## src/rtl/uart_boot_loader.sv

```systemverilog
// UART boot loader: receives a framed program image from the debug UART,
// writes it word-by-word into CPU memory while holding the CPU in reset,
// answers the host with ACK/NAK and then releases (or keeps holding) the CPU.
module uart_boot_loader #(
  parameter int ADDR_W   = 10,
  parameter int TIMEOUT  = 1200000,
  parameter bit AUTO_RUN = 1'b1
) (
  input  logic              clk,
  input  logic              resetn,
  input  logic              rx_dv,
  input  logic [7:0]        rx_byte,
  input  logic              tx_active,
  input  logic              tx_done,
  output logic              tx_dv,
  output logic [7:0]        tx_byte,
  output logic              mem_we,
  output logic [ADDR_W-1:0] mem_addr,
  output logic [31:0]       mem_wdata,
  output logic              cpu_resetn,
  output logic              busy,
  output logic              load_error
);

  localparam logic [7:0]       SYNC      = 8'hA5;
  localparam logic [7:0]       ACK       = 8'h06;
  localparam logic [7:0]       NAK       = 8'h15;
  localparam int               GAP_W     = $clog2(TIMEOUT + 1);
  localparam logic [GAP_W-1:0] GAP_LAST  = GAP_W'(TIMEOUT - 2);
  localparam logic [16:0]      MAX_WORDS = 17'(2 ** ADDR_W);

  typedef enum logic [2:0] {
    ST_IDLE,
    ST_RUN,
    ST_LEN_LO,
    ST_LEN_HI,
    ST_DATA,
    ST_CSUM,
    ST_RESP
  } state_t;

  state_t            state;
  logic              init_done;
  logic [15:0]       len;
  logic [7:0]        csum;
  logic [ADDR_W:0]   idx;
  logic [1:0]        byte_cnt;
  logic [23:0]       asm_word;
  logic [GAP_W-1:0]  gap;
  logic              tx_sent;
  logic              resp_ack;

  logic              frame_st;
  logic              timed_out;
  logic [15:0]       len_full;
  logic [16:0]       idx_next;

  // Gap timer only matters while a frame is being received; the edge on which
  // it reaches TIMEOUT-1 abandons the frame.
  assign frame_st  = (state == ST_LEN_LO) || (state == ST_LEN_HI) ||
                     (state == ST_DATA)   || (state == ST_CSUM);
  assign timed_out = frame_st && !rx_dv && (gap == GAP_LAST);
  assign len_full  = {rx_byte, len[7:0]};
  assign idx_next  = 17'(idx) + 17'd1;

  // Frame-receive FSM with registered outputs.
  always_ff @(posedge clk) begin
    if (!resetn) begin
      state      <= ST_IDLE;
      init_done  <= 1'b0;
      len        <= '0;
      csum       <= '0;
      idx        <= '0;
      byte_cnt   <= '0;
      asm_word   <= '0;
      gap        <= '0;
      tx_sent    <= 1'b0;
      resp_ack   <= 1'b0;
      tx_dv      <= 1'b0;
      tx_byte    <= '0;
      mem_we     <= 1'b0;
      mem_addr   <= '0;
      mem_wdata  <= '0;
      cpu_resetn <= 1'b0;
      busy       <= 1'b0;
      load_error <= 1'b0;
    end else begin
      tx_dv     <= 1'b0;
      mem_we    <= 1'b0;
      init_done <= 1'b1;

      if (rx_dv || !frame_st)
        gap <= '0;
      else
        gap <= gap + 1'b1;

      case (state)
        ST_IDLE, ST_RUN: begin
          if (rx_dv && rx_byte == SYNC) begin
            state      <= ST_LEN_LO;
            cpu_resetn <= 1'b0;
            load_error <= 1'b0;
            csum       <= '0;
            idx        <= '0;
            byte_cnt   <= '0;
            busy       <= 1'b1;
          end else if (state == ST_IDLE && !init_done && AUTO_RUN) begin
            state      <= ST_RUN;
            cpu_resetn <= 1'b1;
          end
        end

        ST_LEN_LO: begin
          if (rx_dv) begin
            len[7:0] <= rx_byte;
            csum     <= csum ^ rx_byte;
            state    <= ST_LEN_HI;
          end
        end

        ST_LEN_HI: begin
          if (rx_dv) begin
            len[15:8] <= rx_byte;
            csum      <= csum ^ rx_byte;
            if ({1'b0, len_full} > MAX_WORDS) begin
              state      <= ST_RESP;
              tx_byte    <= NAK;
              resp_ack   <= 1'b0;
              tx_sent    <= 1'b0;
              load_error <= 1'b1;
            end else if (len_full == 16'd0) begin
              state <= ST_CSUM;
            end else begin
              state <= ST_DATA;
            end
          end
        end

        // Bytes arrive LSB first; after three shifts asm_word holds {b2,b1,b0}.
        ST_DATA: begin
          if (rx_dv) begin
            csum     <= csum ^ rx_byte;
            byte_cnt <= byte_cnt + 2'd1;
            asm_word <= {rx_byte, asm_word[23:8]};
            if (byte_cnt == 2'd3) begin
              mem_we    <= 1'b1;
              mem_wdata <= {rx_byte, asm_word};
              mem_addr  <= idx[ADDR_W-1:0];
              idx       <= idx + 1'b1;
              if (idx_next == {1'b0, len})
                state <= ST_CSUM;
            end
          end
        end

        ST_CSUM: begin
          if (rx_dv) begin
            state   <= ST_RESP;
            tx_sent <= 1'b0;
            if (rx_byte == csum) begin
              tx_byte  <= ACK;
              resp_ack <= 1'b1;
            end else begin
              tx_byte    <= NAK;
              resp_ack   <= 1'b0;
              load_error <= 1'b1;
            end
          end
        end

        ST_RESP: begin
          if (!tx_sent && !tx_active) begin
            tx_dv   <= 1'b1;
            tx_sent <= 1'b1;
          end else if (tx_sent && tx_done) begin
            busy    <= 1'b0;
            tx_sent <= 1'b0;
            if (resp_ack) begin
              state      <= ST_RUN;
              cpu_resetn <= 1'b1;
            end else begin
              state <= ST_IDLE;
            end
          end
        end

        default: state <= ST_IDLE;
      endcase

      if (timed_out) begin
        state      <= ST_RESP;
        tx_byte    <= NAK;
        resp_ack   <= 1'b0;
        tx_sent    <= 1'b0;
        load_error <= 1'b1;
      end
    end
  end

endmodule

```

## config.mk

```make
export PLATFORM = sky130hd
export DESIGN_NAME = uart_boot_loader
export DESIGN_NICKNAME = d
export VERILOG_FILES = /design/src/rtl/uart_boot_loader.sv
export SDC_FILE = /design/constraint.sdc
export NUM_CORES = 1
export LEC_CHECK = 0
export BUFFER_PORTS_ARGS = -buffer_cell sky130_fd_sc_hd__buf_2
export CAP_MARGIN = 20
export CORE_MARGIN = 3
export CORE_UTILIZATION = 53
export DETAILED_ROUTE_END_ITERATION = 10
export GPL_ROUTABILITY_DRIVEN = 0
export PLACE_DENSITY = 0.76
export SETUP_SLACK_MARGIN = 0.5
export SKIP_LAST_GASP = 1
export SYNTH_ARGS = -nofsm -noshare
export SYNTH_HDL_FRONTEND = slang
export SYNTH_SLANG_ARGS = --single-unit
```

## constraint.sdc

```tcl
create_clock -name clk -period 2.1 [get_ports clk]
set_input_delay 0.105 -clock clk [delete_from_list [all_inputs] [get_ports clk]]
set_output_delay 0.105 -clock clk [all_outputs]
set_load 0.02 [all_outputs]
```

; Word level (Yosys, flattened, before mapping)
; Index checks and enable logic that the tools add are counted.
[classes]
n_reduce_logical = 45
addsub = 4
n_eq_ne = 37
n_mux = 59
order_cmp = 1
bitwise_logic = 2
[op_table]
columns = cell, count
row1 = 8-bit 2-to-1 mux, 5
row2 = 11-bit 2-to-1 mux, 3
row3 = 3-bit 2-to-1 mux, 11
row4 = 8-bit one-hot mux with 2 select lines, 2
row5 = "3-bit inequality test, second input constant", 10
row6 = 1-bit 2-to-1 mux, 25
row7 = 11-bit one-hot mux with 2 select lines, 1
row8 = "21-bit by 1-bit adder with 21-bit output, second input constant", 1
row9 = "21-bit equality test, second input constant", 1
row10 = 3-bit one-hot mux with 6 select lines, 1
row11 = 9-bit AND reduction, 2
row12 = 12-bit by 16-bit equality test with 1-bit output, 1
row13 = "16-bit by 11-bit greater-than comparator with 1-bit output, second input constant", 1
row14 = 16-bit zero test, 1
row15 = "2-bit inequality test, second input constant", 8
row16 = 4-bit AND reduction, 4
row17 = "11-bit by 1-bit adder with 12-bit output, second input constant", 1
row18 = 3-bit AND reduction, 4
row19 = "11-bit by 1-bit adder with 11-bit output, second input constant", 1
row20 = 5-bit 2-to-1 mux, 2
row21 = 5-bit AND reduction, 2
row22 = "3-bit equality test, second input constant", 3
row23 = "3-bit by 2-bit inequality test with 1-bit output, second input constant", 3
row24 = 8-bit equality test, 1
row25 = 24 further kinds, 54
[totals]
word_cells = 169
out_inout_bits = 55
register_bits = 143

; Depth between registers and ports, before layout
; Gate-level depths: netlist (run 1).
[logic_depth]
word_depth = 8
ltp_mapped = 9
depth_no_buf = 8

; Worst setup path after synthesis (run 1)
; Ideal clock, no wire load.
[synth_timing]
kind = register to register
from = register idx[1]
to = register state[0]
setup_ns = 0.073
synth_period_minus_slack_ns = 2.004
stages_incl_launch_ff = 10
slack_ns = 0.096
arrival_time_ns = 1.931
path_cell_list = dfxtp_1 > ha_1 > buf_2 > nand3_1 > or2_1 > xor2_1 > a311oi_1 > nor4_2 > o21a_1 > nor3_2
[synth_between]
elab_chain_len = 4
[synth_rtl]
columns = element, line_no
row1 = "start, declared", 46  ; logic [ADDR_W:0] idx;
row2 = "start signal, assigned", 149  ; idx <= idx + 1'b1;
row3 = 11-bit by 1-bit adder with 12-bit output, 64  ; assign idx_next = 17'(idx) + 17'd1;
row4 = 12-bit by 16-bit equality test with 1-bit output, 150  ; if (idx_next == {1'b0, len})
row5 = 2-bit by 1-bit inequality test with 1-bit output (no source line), -
row6 = 9-bit AND reduction (no source line), -
row7 = "end signal, assigned", 69  ; state <= ST_IDLE;
row8 = "end signal, assigned", 151  ; state <= ST_CSUM;
row9 = "end signal, assigned", 158  ; state <= ST_RESP;
row10 = "end, declared", 42  ; state_t state;
; Every way passes these cells.
; A chain may end at the register's enable or synchronous reset.

; Final worst setup path (run 1)
[layout_timing]
from = register idx[0]
to = register state[0]
; Same word-level chain as after synthesis.

==> results.py, run 1 <==
metrics = {
    "routing": {
        "wire_per_inst_um": 15.8,
        "drt_wl_total_um": 15800,
        "drc": 0,
        "drt_iter0_markers": 420,
        "drtPass1Iterations": 5,
        "vias": 5627,
        "avgViaCountPerCell": 5.64,
        "antenna_left": 0,
    },
    "cells_and_area": {
        "num-fill-cells": 886,
        "fin_util_pct": 68.6,
        "fin_nets": 858,
        "num_antenna_cells": 0,
        "drive_gt1_share_pct": 25.9,
        "regArea_um2": 2780,
        "multiInputGateArea_um2": 3520,
        "syn2layout_area_growth_pct": 25.5,
    },
    "synthesis": {
        "yosys.area.top_type_share_pct": 43.5,
        "syn-cell-area_um2": 6300,
        "synth_edf_count": 0,
        "yosys_warnings": 0,
        "synthArstFlopShare_pct": 0,
        "synthTopCellsByArea": "dfxtp_1 (44%), nand2_1 (12%), a21boi_1 (5.5%), a21boi_0 (4.8%), xor2_1 (3.3%)",
        "synth_cell_type_count": 63,
        "avgSynthCellArea_um2": 8.22,
        "yosysSeqAreaShare_pct": 43.5,
        "synth_top_cell_by_area": "dfxtp_1",
        "syn_inst": 766,
        "ys.flop_type": "dfxtp_1",
        "synth_seq_cells": 137,
    },
    "global_routing": {
        "grt_pass1_vias": 5324,
        "grt_max_degree": 81,
        "grt.overflow.total": 0,
        "track_usage_pct": 24.2,
        "grt_antenna_before_repair": 0,
        "grt_pass1_wl_um": 25900,
    },
    "timing": {
        "fin_crit_ns": 1.94,
        "final-setup-viol-count": 0,
        "final-max-slew-violation-count": 0,
        "fin_skew_ns": 0.00623,
        "slew_headroom_pct": 59.7,
        "fin_crit_sh_pct": 92.4,
        "hold_viol": 0,
        "fin_ws_ns": 0.160,
        "finalSetupTns_ns": 0,
        "fmax_mhz": 515,
        "grt_setup_unrepaired": "yes",
        "worstMarginPinSlew_ns": 0.604,
    },
    "clock_network": {
        "cts_tree": "built",
        "cts.sinks": 137,
        "clockBufferDepth": 2,
        "clk_latency_ns": 0.42,
        "root_buffer": "clkbuf_16",
        "htreeDepth": 4,
        "clk_pin_slew_ns": 0.06,
        "cts_buffers": 17,
    },
    "floorplanning": {
        "dieArea_um2": 13200,
        "io_pins": 68,
        "die_w_um": 115,
        "placementRows": 39,
        "die_h_um": 115,
        "fp.coreArea_um2": 11500,
        "start_util_pct": 54.7,
    },
    "place": {
        "pre_cts_ws_ns": 0.0478,
        "io_buffer_count": 63,
        "hpwlAfterDp_um": 9850,
    },
    "power_and_ir_drop": {
        "powerDensity_nw_per_um2": 765,
        "totalPowerFinal_uw": 6050,
        "p_leak_uw": 0.00292,
        "ir_drop_mv": 0.453,
    },
    "worst_setup_path": {
        "cp_max_fo": 6,
        "crit_slowest_cell": "dfxtp_4",
        "crit_chain": "ha_4 > nand3_2 > or2_4 > xor2_1 > a311oi_2 > nor4_4 > o21a_1 > nor3_2",
        "rrSetupSlack_ns": 0.16,
        "crit_arrival_ns": 2.29,
        "start_kind": "register",
        "slowest_delay_ns": 0.37,
        "r2r-end": "state[0]",
        "r2r_cells": 8,
        "required_ns": 2.45,
        "critPathCaptureType": "register",
        "crit_type": "reg2reg",
        "regToRegStartpoint": "idx[0]",
    },
    "worst_hold_path": {
        "min_path_type": "in2reg",
        "min_from": "rx_byte[4]",
        "whs_path_depth": 3,
        "min_to": "len[4]",
    },
    "status": {
        "status": "finished clean",
    },
    "job": {
        "cap_viol_max_count": 0,
    },
}
-- cell families (layout without fill, tap and decap cells) --
logic type,after synthesis,count (layout),synth area share [%]
adder cells (fa/ha/maj),4,4,0.795
AND/OR/NAND/NOR,354,354,26.0
buffers and inverters,67,152,5.52
multiplexers,5,5,0.795
flip-flops,137,137,43.5
other,1,4,0.0595
AO/OA/AOI/OAI,156,156,17.4
XOR/XNOR,42,42,5.96
-- metal layers --
layer | GRT usage, % | part of all wire, % | vias up
met2 | 38.2 | 48 | 213
met5 | 0 | 0 | -
li1 | - | - | 2724
met3 | 6.26 | 7.1 | 31
met1 | 32.0 | 43 | 2659
met4 | 9.08 | 2.0 | 0
-- worst max path at each step --
stage / from / endpoint / slack (ns) / depth (start not counted)
after CTS: csum[0] / tx_byte[0] / 0.15 / 6
after global placement: idx[1] / state[0] / 0.11 / 8
after detailed placement: idx[2] / state[0] / 0.05 / 7
after floorplan: idx[1] / state[0] / 0.24 / 9
after global routing: idx[4] / state[0] / 0.04 / 7
final: idx[0] / state[0] / 0.16 / 8
-- synthesized netlist by cell type, types with 5 or more instances --
library cell,number
nand2_1,199
dfxtp_1,137
a21boi_1,46
nor2_1,42
a21boi_0,40
clkbuf_1,30
nand3_1,24
xor2_1,24
a21oi_1,17
nor2b_1,17
xnor2_1,17
o21ai_0,12
a22oi_1,9
buf_2,9
nor4_1,9
or3_1,9
buf_4,8
inv_1,8
nor3_1,8
and2_1,7
nand4_1,7
o21ai_1,7
buf_6,6
nand2b_1,6
a31oi_1,5
mux2i_1,5
-- registers in the layout (all words and copies together), names as in the netlist, 2 cells and up --
register   count
mem_wdata     32
asm_word      24
gap           21
len           16
idx           11
mem_addr      10
csum           8
state          3
byte_cnt       2
tx_byte        2
-- power by group --
part | switching, uW | leakage (uW) | internal (uW)
clock | 1160 | 0.000311 | 2110
combinational | 108 | 0.00150 | 67.3
sequential | 8.14 | 0.00111 | 2600
-- layout by cell type (no fill, tap or decap), types with 6 or more instances in the layout --
| cell | instances |
|---|---|
| a21boi_0 | 40 |
| a21boi_1 | 46 |
| a21oi_1 | 11 |
| a22oi_1 | 9 |
| and2_1 | 6 |
| buf_2 | 63 |
| buf_4 | 41 |
| clkbuf_16 | 17 |
| dfxtp_1 | 119 |
| dfxtp_2 | 11 |
| dfxtp_4 | 7 |
| inv_1 | 8 |
| nand2_1 | 198 |
| nand3_1 | 16 |
| nand3_2 | 7 |
| nand4_1 | 7 |
| nor2_1 | 37 |
| nor2b_1 | 16 |
| nor3_1 | 7 |
| o21ai_0 | 9 |
| o21ai_1 | 9 |
| or3_1 | 8 |
| xnor2_1 | 15 |
| xor2_1 | 23 |
-- worst max-delay path, delay by kind of cell (launching register included) --
family | cells | cell delay, ns
AND/OR/NAND/NOR | 4 | 0.57
AO/OA/AOI/OAI | 2 | 0.57
flip-flops | 1 | 0.37
adder cells (fa/ha/maj) | 1 | 0.19
XOR/XNOR | 1 | 0.15
-- cell type report --
class                      instances  share of cell area, %
multi-input combinational        565                   44.5
sequential                       137                   35.2
timing repair buffer             111                   9.36
clock buffer                      17                   5.38
clock inverter                    15                   2.85
tap                              143                   2.26
inverter                           9                  0.427
-- metrics by stage --
stage	hold slack (ns)	std cells	cell area [um^2]
after floorplan	0.133	769	6390
after global placement	0.297	940	6750
after detailed placement	0.302	940	6750
after CTS	0.0268	990	7700
after global routing	0.0391	997	7900
final	0.0378	997	7900
-- timing repair --
item                       in CTS  in global routing
hold endpoints to repair        1                  0
setup endpoints to repair      80                 80
pin swaps                      21                 10
gates resized for setup        45                 34
cloned                          1                  0
hold buffers                    1                  0
buffers inserted               16                  7
Note: power is estimated with default switching activity, not from simulation.
==> run 2: changes to the inputs <==
- GPL_TIMING_DRIVEN: not set -> 0
==> run 2 against run 1 <==
  * The flow now finishes with violations (negative setup slack)
  * Clock-buffer cell count rose by 4
  * Sequential cell count did not move
  * Sequential power barely moved
  * Critical path type unchanged
  * Largest cell class unchanged
  * Largest power group unchanged
==> results.py, run 2 (synthesized netlist as in run 1, its figures left out) <==
metrics = {
    "status": {
        "status": "complete, but fails checks",
        "violations": "negative setup slack",
    },
    "worst_setup_path": {
        "crit_arrival_ns": 2.46,
        "crit_buf_inv": 0,
        "required_ns": 2.41,
        "crit_family": "simple AND/OR/NAND/NOR gates",
        "cp_max_fo": 3,
        "slowest_delay_ns": 0.38,
        "cp-startpoint": "idx[1]",
        "crit_type": "reg2reg",
        "cp.depth": 8,
        "regToRegStartpoint": "idx[1]",
        "r2r_cells": 8,
        "crit_chain": "ha_4 > xnor2_2 > nand4_1 > nor4_2 > nand4_2 > nor4_4 > o21a_1 > nor3_2",
        "rrSetupSlack_ns": -0.05,
        "start_kind": "register",
        "crit_slowest_cell": "nor4_2",
        "crit_path_end": "state[0]",
        "r2r-end": "state[0]",
        "critPathCaptureType": "register",
    },
    "routing": {
        "antenna_left": 0,
        "drt_wl_total_um": 17400,
        "drc": 0,
        "drtPass1Iterations": 6,
        "drt_iter0_markers": 511,
        "avgViaCountPerCell": 5.67,
        "vias": 5882,
        "wire_per_inst_um": 16.8,
    },
    "place": {
        "hpwlAfterDp_um": 10900,
        "io_buffer_count": 55,
    },
    "global_routing": {
        "grt.overflow.total": 0,
        "track_usage_pct": 25.2,
        "grt_pass1_vias": 5378,
        "grt_antenna_before_repair": 0,
        "grt_max_degree": 17,
        "grt_pass1_wl_um": 26300,
    },
    "power_and_ir_drop": {
        "p_leak_uw": 0.00310,
        "ir_drop_mv": 0.791,
        "powerDensity_nw_per_um2": 689,
        "totalPowerFinal_uw": 5680,
    },
    "clock_network": {
        "clockBufferDepth": 2,
        "root_buffer": "clkbuf_16",
        "cts_buffers": 17,
        "cts.sinks": 137,
        "clk_pin_slew_ns": 0.06,
        "cts_tree": "built",
        "htreeDepth": 4,
        "clk_latency_ns": 0.42,
    },
    "cells_and_area": {
        "reg.largest.list": "mem_wdata x32, asm_word x24, gap x21",
        "num-fill-cells": 851,
        "multiInputGateArea_um2": 3570,
        "final_cell_mix": "nand2_1 (193), dfxtp_1 (122), buf_2 (59)",
        "num_antenna_cells": 0,
        "regArea_um2": 2770,
        "largest_reg_flops": 32,
        "fin_nets": 901,
        "layout.cells.most_common": "nand2_1",
        "drive_gt1_share_pct": 28.0,
        "syn2layout_area_growth_pct": 30.9,
        "top_register": "mem_wdata",
    },
    "floorplanning": {
        "die_h_um": 115,
        "die_w_um": 115,
        "start_util_pct": 54.7,
        "fp.coreArea_um2": 11500,
        "io_pins": 68,
        "placementRows": 39,
        "dieArea_um2": 13200,
    },
    "timing": {
        "fin_crit_ns": 2.15,
        "fmax_mhz": 465,
        "fin_crit_sh_pct": 102,
        "fin_skew_ns": 0.00804,
        "finalSetupTns_ns": -0.0502,
        "hold_viol": 0,
        "fin_ws_ns": -0.0502,
        "grt_setup_unrepaired": "yes",
        "slew_headroom_pct": 57.4,
        "whs_ns": 0.0352,
        "worstMarginPinSlew_ns": 0.639,
        "final-setup-viol-count": 1,
        "final-max-slew-violation-count": 0,
    },
    "worst_hold_path": {
        "whs_path_depth": 3,
        "min_path_type": "in2reg",
    },
    "job": {
        "cap_viol_max_count": 0,
    },
}
[run 2: worst reg2reg max path, stage by stage, from the launching register on]
cell and delay [ns]:
dfxtp_4 0.35, ha_4 0.29, xnor2_2 0.11, nand4_1 0.15
nor4_2 0.38, nand4_2 0.17, nor4_4 0.34, o21a_1 0.20
nor3_2 0.06
[run 2: layout make-up]
cell class / instances / area share, %
Buffer: 58 / 5.40
Clock buffer: 21 / 5.59
Clock inverter: 9 / 1.21
Inverter: 9 / 0.410
Multi-Input combinational cell: 565 / 43.3
Sequential cell: 137 / 33.6
Tap cell: 143 / 2.17
Timing Repair Buffer: 96 / 8.29
[run 2: power breakdown]
part / total [uW] / internal (uW) / leakage, uW / switching, uW
Sequential: 2610 / 2600 / 0.00111 / 5.55
Combinational: 211 / 80.2 / 0.00171 / 131
Clock: 2860 / 1780 / 0.000274 / 1080
Total: 5680 / 4460 / 0.00310 / 1220
[run 2: repair_timing]
action,CTS,global route
gates cloned,2,3
hold buffers,2,0
endpoints found under the hold margin,2,0
pin swaps,15,25
resized for setup,68,74
endpoints found under the setup margin,120,99
setup buffers,11,23
[run 2: worst min-delay path by stage]
| stage | start | endpoint | slack, ns |
|---|---|---|---|
| global route | rx_byte[2] | mem_wdata[26] | 0.04 |
| finish | rx_byte[2] | asm_word[18] | 0.04 |
| global placement | tx_active | tx_dv | 0.29 |
| floorplan | resetn | init_done | 0.13 |
| detailed placement | tx_active | tx_dv | 0.30 |
| CTS | rx_byte[2] | asm_word[18] | 0.02 |
[run 2: routing by layer]
layer | wire, um | global-route usage [%] | up-vias
met4 | 499 | 9.70 | 0
li1 | - | - | 2810
met2 | 8580 | 42.0 | 245
met3 | 1240 | 6.11 | 52
met1 | 7100 | 31.6 | 2775
met5 | 0 | 0 | -
[run 2: per-stage QoR]
| step | instance area (um^2) | instances | utilization (%) | worst slack, ns |
|---|---|---|---|---|
| after floorplan | 6390 | 769 | - | 0.245 |
| final | 8240 | 1038 | 71.6 | -0.0502 |
| after global routing | 8240 | 1038 | 71.6 | -0.111 |
| after CTS | 7770 | 1012 | 67.5 | 0.0169 |
| after detailed placement | 6840 | 967 | 59.4 | -0.0711 |
| after global placement | 6840 | 967 | 59.4 | -0.0284 |
